===== src/rtl/seg_pkg.sv =====
// Shared types and constants for the serial seven-segment driver: FSM states, blank byte, glyph table.
// Pure declarations; no logic, no latency, no flow control.
package seg_pkg;

    typedef enum logic [1:0] {
        IDLE  = 2'd0,
        LOAD  = 2'd1,
        SHIFT = 2'd2,
        LATCH = 2'd3
    } seg_state_e;

    localparam logic [7:0] SEG_BLANK = 8'hFF;

    // Active-low g..a glyphs, entry n at index n; bit7 (dp) is off here.
    localparam logic [15:0][7:0] SEG_GLYPH = {
        8'h8E, 8'h86, 8'hA1, 8'hC6, 8'h83, 8'h88, 8'h90, 8'h80,
        8'hF8, 8'h82, 8'h92, 8'h99, 8'hB0, 8'hA4, 8'hF9, 8'hC0
    };

endpackage


===== src/rtl/hex_to_seg.sv =====
// Nibble plus decimal-point request to an active-low segment byte {dp, g..a}.
// Purely combinational, zero latency, no flow control.
module hex_to_seg
    import seg_pkg::*;
(
    input  logic [3:0] nib_i,
    input  logic       dp_i,
    output logic [7:0] seg_o
);

    assign seg_o = {~dp_i, SEG_GLYPH[nib_i][6:0]};

endmodule


===== src/rtl/seg7_serial_drv.sv =====
// Eight-digit serial 7-seg refresher; optional digit blinking under SEG_BLINK_EN.
// Frame = 2 + 129*CLK_DIV cycles, free-running, inputs snapshotted at LOAD; no backpressure.
module seg7_serial_drv
    import seg_pkg::*;
#(
    parameter int CLK_DIV = 2,
    parameter int BLINK_W = 24
) (
    input  logic        clk,
    input  logic        rst,
    input  logic [31:0] Disp_num,
    input  logic [7:0]  point_in,
    input  logic [7:0]  LE_in,
    output logic        seg_clk,
    output logic        seg_sout,
    output logic        seg_pen,
    output logic        seg_clrn,
    output logic        busy
);

    localparam int DIV_W = (CLK_DIV > 1) ? $clog2(CLK_DIV) : 1;
    localparam logic [DIV_W-1:0] DIV_LAST = DIV_W'(CLK_DIV - 1);

    logic [7:0]  blank_mask;
    logic [63:0] frame_d;

`ifdef SEG_BLINK_EN
    logic [BLINK_W-1:0] blink_q;
    logic [BLINK_W-1:0] blink_d;

    assign blink_d = blink_q + BLINK_W'(1);

    always_ff @(posedge clk) begin
        if (rst) begin
            blink_q <= '0;
        end else begin
            blink_q <= blink_d;
        end
    end

    assign blank_mask = blink_q[BLINK_W-1] ? LE_in : 8'h00;
`else
    logic unused_le;
    localparam int unused_blink_w = BLINK_W;

    assign unused_le  = ^LE_in;
    assign blank_mask = 8'h00;
`endif

    // Digit 7 occupies the top byte so it leaves the shift register first.
    for (genvar i = 0; i < 8; i++) begin : g_digit
        logic [7:0] seg;

        hex_to_seg u_dec (
            .nib_i (Disp_num[4*i +: 4]),
            .dp_i  (point_in[i]),
            .seg_o (seg)
        );

        assign frame_d[8*i +: 8] = blank_mask[i] ? SEG_BLANK : seg;
    end

    seg_state_e       state_q;
    logic [62:0]      sr_q;
    logic [5:0]       bit_cnt_q;
    logic             bit_last_q;
    logic [DIV_W-1:0] div_q;
    logic             half_q;
    logic             seg_clk_q;
    logic             seg_sout_q;
    logic             seg_pen_q;
    logic             seg_clrn_q;
    logic             busy_q;

    always_ff @(posedge clk) begin
        if (rst) begin
            state_q    <= IDLE;
            sr_q       <= '1;
            bit_cnt_q  <= '0;
            bit_last_q <= 1'b0;
            div_q      <= '0;
            half_q     <= 1'b0;
            seg_clk_q  <= 1'b0;
            seg_sout_q <= 1'b1;
            seg_pen_q  <= 1'b0;
            seg_clrn_q <= 1'b0;
            busy_q     <= 1'b0;
        end else begin
            seg_clrn_q <= 1'b1;
            case (state_q)
                IDLE: begin
                    state_q <= LOAD;
                    busy_q  <= 1'b1;
                end
                LOAD: begin
                    // Bit 63 goes straight to the pin; the register holds the rest.
                    sr_q       <= frame_d[62:0];
                    seg_sout_q <= frame_d[63];
                    bit_cnt_q  <= '0;
                    bit_last_q <= 1'b0;
                    div_q      <= '0;
                    half_q     <= 1'b0;
                    state_q    <= SHIFT;
                end
                SHIFT: begin
                    if (div_q != DIV_LAST) begin
                        div_q <= div_q + DIV_W'(1);
                    end else begin
                        div_q <= '0;
                        if (!half_q) begin
                            half_q    <= 1'b1;
                            seg_clk_q <= 1'b1;
                        end else begin
                            half_q    <= 1'b0;
                            seg_clk_q <= 1'b0;
                            if (bit_last_q) begin
                                state_q   <= LATCH;
                                seg_pen_q <= 1'b1;
                            end else begin
                                sr_q       <= {sr_q[61:0], 1'b0};
                                seg_sout_q <= sr_q[62];
                                bit_cnt_q  <= bit_cnt_q + 6'd1;
                                bit_last_q <= (bit_cnt_q == 6'd62);
                            end
                        end
                    end
                end
                LATCH: begin
                    if (div_q != DIV_LAST) begin
                        div_q <= div_q + DIV_W'(1);
                    end else begin
                        div_q     <= '0;
                        seg_pen_q <= 1'b0;
                        busy_q    <= 1'b0;
                        state_q   <= IDLE;
                    end
                end
                default: state_q <= IDLE;
            endcase
        end
    end

    assign seg_clk  = seg_clk_q;
    assign seg_sout = seg_sout_q;
    assign seg_pen  = seg_pen_q;
    assign seg_clrn = seg_clrn_q;
    assign busy     = busy_q;

endmodule


===== config.mk =====
export PLATFORM = sky130hd
export DESIGN_NAME = seg7_serial_drv
export DESIGN_NICKNAME = d
export VERILOG_FILES = /design/src/rtl/seg_pkg.sv /design/src/rtl/hex_to_seg.sv /design/src/rtl/seg7_serial_drv.sv
export SDC_FILE = /design/constraint.sdc
export NUM_CORES = 1
export LEC_CHECK = 0
export ABC_AREA = 0
export CORE_MARGIN = 5
export CORE_UTILIZATION = 60
export DETAILED_ROUTE_END_ITERATION = 16
export PLACE_DENSITY = 0.9
export SETUP_SLACK_MARGIN = 0.5
export SYNTH_ARGS = -nofsm -noshare
export SYNTH_HDL_FRONTEND = slang
export SYNTH_HIERARCHICAL = 1
export SYNTH_SLANG_ARGS = --single-unit

===== constraint.sdc =====
create_clock -name clk -period 4.01 [get_ports clk]
set_input_delay 0.802 -clock clk [delete_from_list [all_inputs] [get_ports clk]]
set_output_delay 0.802 -clock clk [all_outputs]
set_load 0.03 [all_outputs]

==> results by group <==
Setup path
  – Crit start category: register
  – CP endpoint kind: register
  – Crit-path max FO: 132
  – Critical path type: reg -> reg
  – WP data required: 4280 ps
  – Reg2Reg Setup Slack: 1190 ps
  – Critical Path AT: 3090 ps

Die
  – Row cnt: 35
  – Effective utilization at floorplan: 62.2%
  – Die area: 11700 sq um
  – Die width: 108 um
  – IO Pins: 55
  – Core ar.: 9330 sq um
  – Die Y: 108 um

Place
  – Placed Area: 6180 sq um
  – IO Port Bufs: 46
  – GPL Wtd Cong: 0.877
  – DP HPWL: 8320 um

GRT
  – First-pass GRT wire length: 19900 um
  – Pin count of the biggest net entering global routing: 133
  – Vias in the first global route: 4520
  – GRT overflow: 0
  – Initial antenna violation count: 0
  – Total GRT Usage: 20.5%

STA
  – Tcrit/Tclk final: 70.4%
  – Final setup skew: 14.0 ps
  – Slew HR: 24.9%
  – Fin. max-slew vios: 0
  – Setup TNS: 0 ps
  – Max Clk Rate: 0.354 GHz
  – Final setup violation count: 0
  – RSZ-0062 raised after global routing: no
  – Fin. Hold Viols: 0
  – Min Clock Period, post-route: 2820 ps
  – Slew @ Worst Pin: 1130 ps

Cells and area
  – Layout Nets: 767
  – P&R area growth vs syn: 10.0%
  – Commonest non-fill, non-tap cell in the layout: mux2i_1
  – Post-route cell area: 6380 sq um
  – Antenna Cells: 0
  – Layout Utilization: 68.4%
  – Layout cell share with drive strength beyond 1: 5.93%
  – Most frequent cells in the layout: mux2i_1 (97), nand2_1 (80), dfxtp_1 (79), o211ai_1 (63), ha_1 (63)

CTS
  – Hold-fix buffers, CTS: 0
  – CTS H-tree depth: 3
  – Bufs on Longest Clock Path: 2
  – Clock root cell: clkbuf_8
  – CTS tree: done
  – Clock tree sinks: 79
  – Skew-Pair Late Insertion Delay: 350 ps
  – Reg clk slew, reported paths: 80 ps
  – Total CTS buffers: 9
  – Post-CTS setup buffer count: 0
  – Cts repair resizes: 0

Synth
  – Synth Warn #: 6
  – FF+latch count, synth: 79
  – Post-synth cell types: 38
  – Synth Cell Area: 5800 sq um
  – Syn avg cell area: 9.04 sq um
  – Synth Instances: 642
  – Syn nets: 756
  – Seq/Total Area, Yosys: 27.3%

Detailed routing
  – WL/cell: 14.9 um
  – Number of antenna-violating nets in the routed design: 0
  – Post-Route WL: 11700 um
  – Pre-Repair DR Iteration Count: 5
  – Vias/cell: 5.77
  – # DRC: 0
  – Drt initial violations: 178
  – Routed vias: 4539

Power and ir drop
  – Leak: 2.79 nW
  – Worst ir drop on vdd: 0.000451 V
  – Power consumption: 3.11 mW
  – Pwr/cell area: 488 nW/um^2

Job
  – Max cap viols: 0

Outcome
  – Status: completed

Hold path
  – Hold Crit Class: reg -> reg
-- layout make-up --
| type | count | area [sq um] |
|---|---|---|
| fill | 716 | 2950 |
| clock inverter | 5 | 57.6 |
| sequential | 79 | 1580 |
| clock buffer | 11 | 141 |
| multi-input combinational | 473 | 3800 |
| timing repair buffer | 49 | 483 |
| tap | 129 | 161 |
| inverter | 41 | 154 |
-- sequential cells by signal (all words and copies together), names as in the netlist --
register	cells
seg_sout	1
seg_clk	1
busy	1
state_q	2
seg_pen	1
div_q	1
sr_q	63
bit_last_q	1
seg_clrn	1
bit_cnt_q	6
half_q	1
-- metal layers --
layer  wire (um)  GRT usage [%]
met1        5120           24.3
met2        6180           37.8
met3         272           4.18
met4         125           4.96
met5           0              0
-- critical path, cell delays in order, from the launching register on --
cell and delay (ps):
dfxtp_1 350, inv_1 180, ha_4 540, nand2b_4 270, a21o_4 840, o21ai_0 290, a21oi_1 200
-- cells in the mapped netlist (all sizes together) --
cell type	number	area [sq um]
a2111oi	1	8.76
a211oi	2	15.0
a21boi	2	15.0
a21o	1	7.51
a21oi	19	95.1
a221o	1	10.0
a22o	16	140
a311oi	1	8.76
a32o	8	80.1
and2b	8	70.1
buf	39	245
clkbuf	10	37.5
dfxtp	79	1580
ha	64	801
inv	41	154
mux2	8	90.1
mux2i	97	971
mux4	8	210
nand2	80	300
nand2b	2	20.0
nand3	3	15.0
nand3b	1	7.51
nor2	46	173
nor2b	2	12.5
nor3b	1	7.51
o211ai	63	473
o21a	1	7.51
o21ai	21	105
o221a	1	11.3
o22ai	1	6.26
o311ai	1	8.76
o31ai	1	7.51
or3	3	18.8
or3b	9	78.8
or4	1	7.51
-- cell families (layout without fill, tap and decap cells) --
logic type / Yosys count / after routing / synth area share, %
flip-flops: 79 / 79 / 27.3
buffers and inverters: 90 / 106 / 7.53
AND/OR/NAND/NOR: 156 / 156 / 12.3
multiplexers: 113 / 113 / 21.9
AO/OA/AOI/OAI: 140 / 140 / 17.2
adder cells (fa/ha/maj): 64 / 64 / 13.8
-- worst paths after layout --
check	start	endpoint	cells past startpoint
worst max-delay path	state_q[0]	bit_cnt_q[3]	6
worst min-delay path	sr_q[23]	sr_q[23]	2
worst max register to register	state_q[0]	bit_cnt_q[3]	6
worst min register to register	sr_q[23]	sr_q[23]	2
-- power by group --
part / switching (mW) / leakage [nW] / internal (mW) / total (mW)
combinational: 0.781 / 2.04 / 0.565 / 1.35
sequential: 0.142 / 0.654 / 1.04 / 1.18
clock: 0.285 / 0.0916 / 0.304 / 0.589
-- through the flow --
step | hold WS [ps] | setup WS (ps) | std cells
CTS | 488 | 1200 | 787
detailed placement | 472 | 1170 | 771
finish | 485 | 1190 | 787
global route | 509 | 969 | 787
floorplan | 447 | 1920 | 642
global placement | 464 | 1240 | 771
Note: power is estimated with default switching activity, not from simulation.
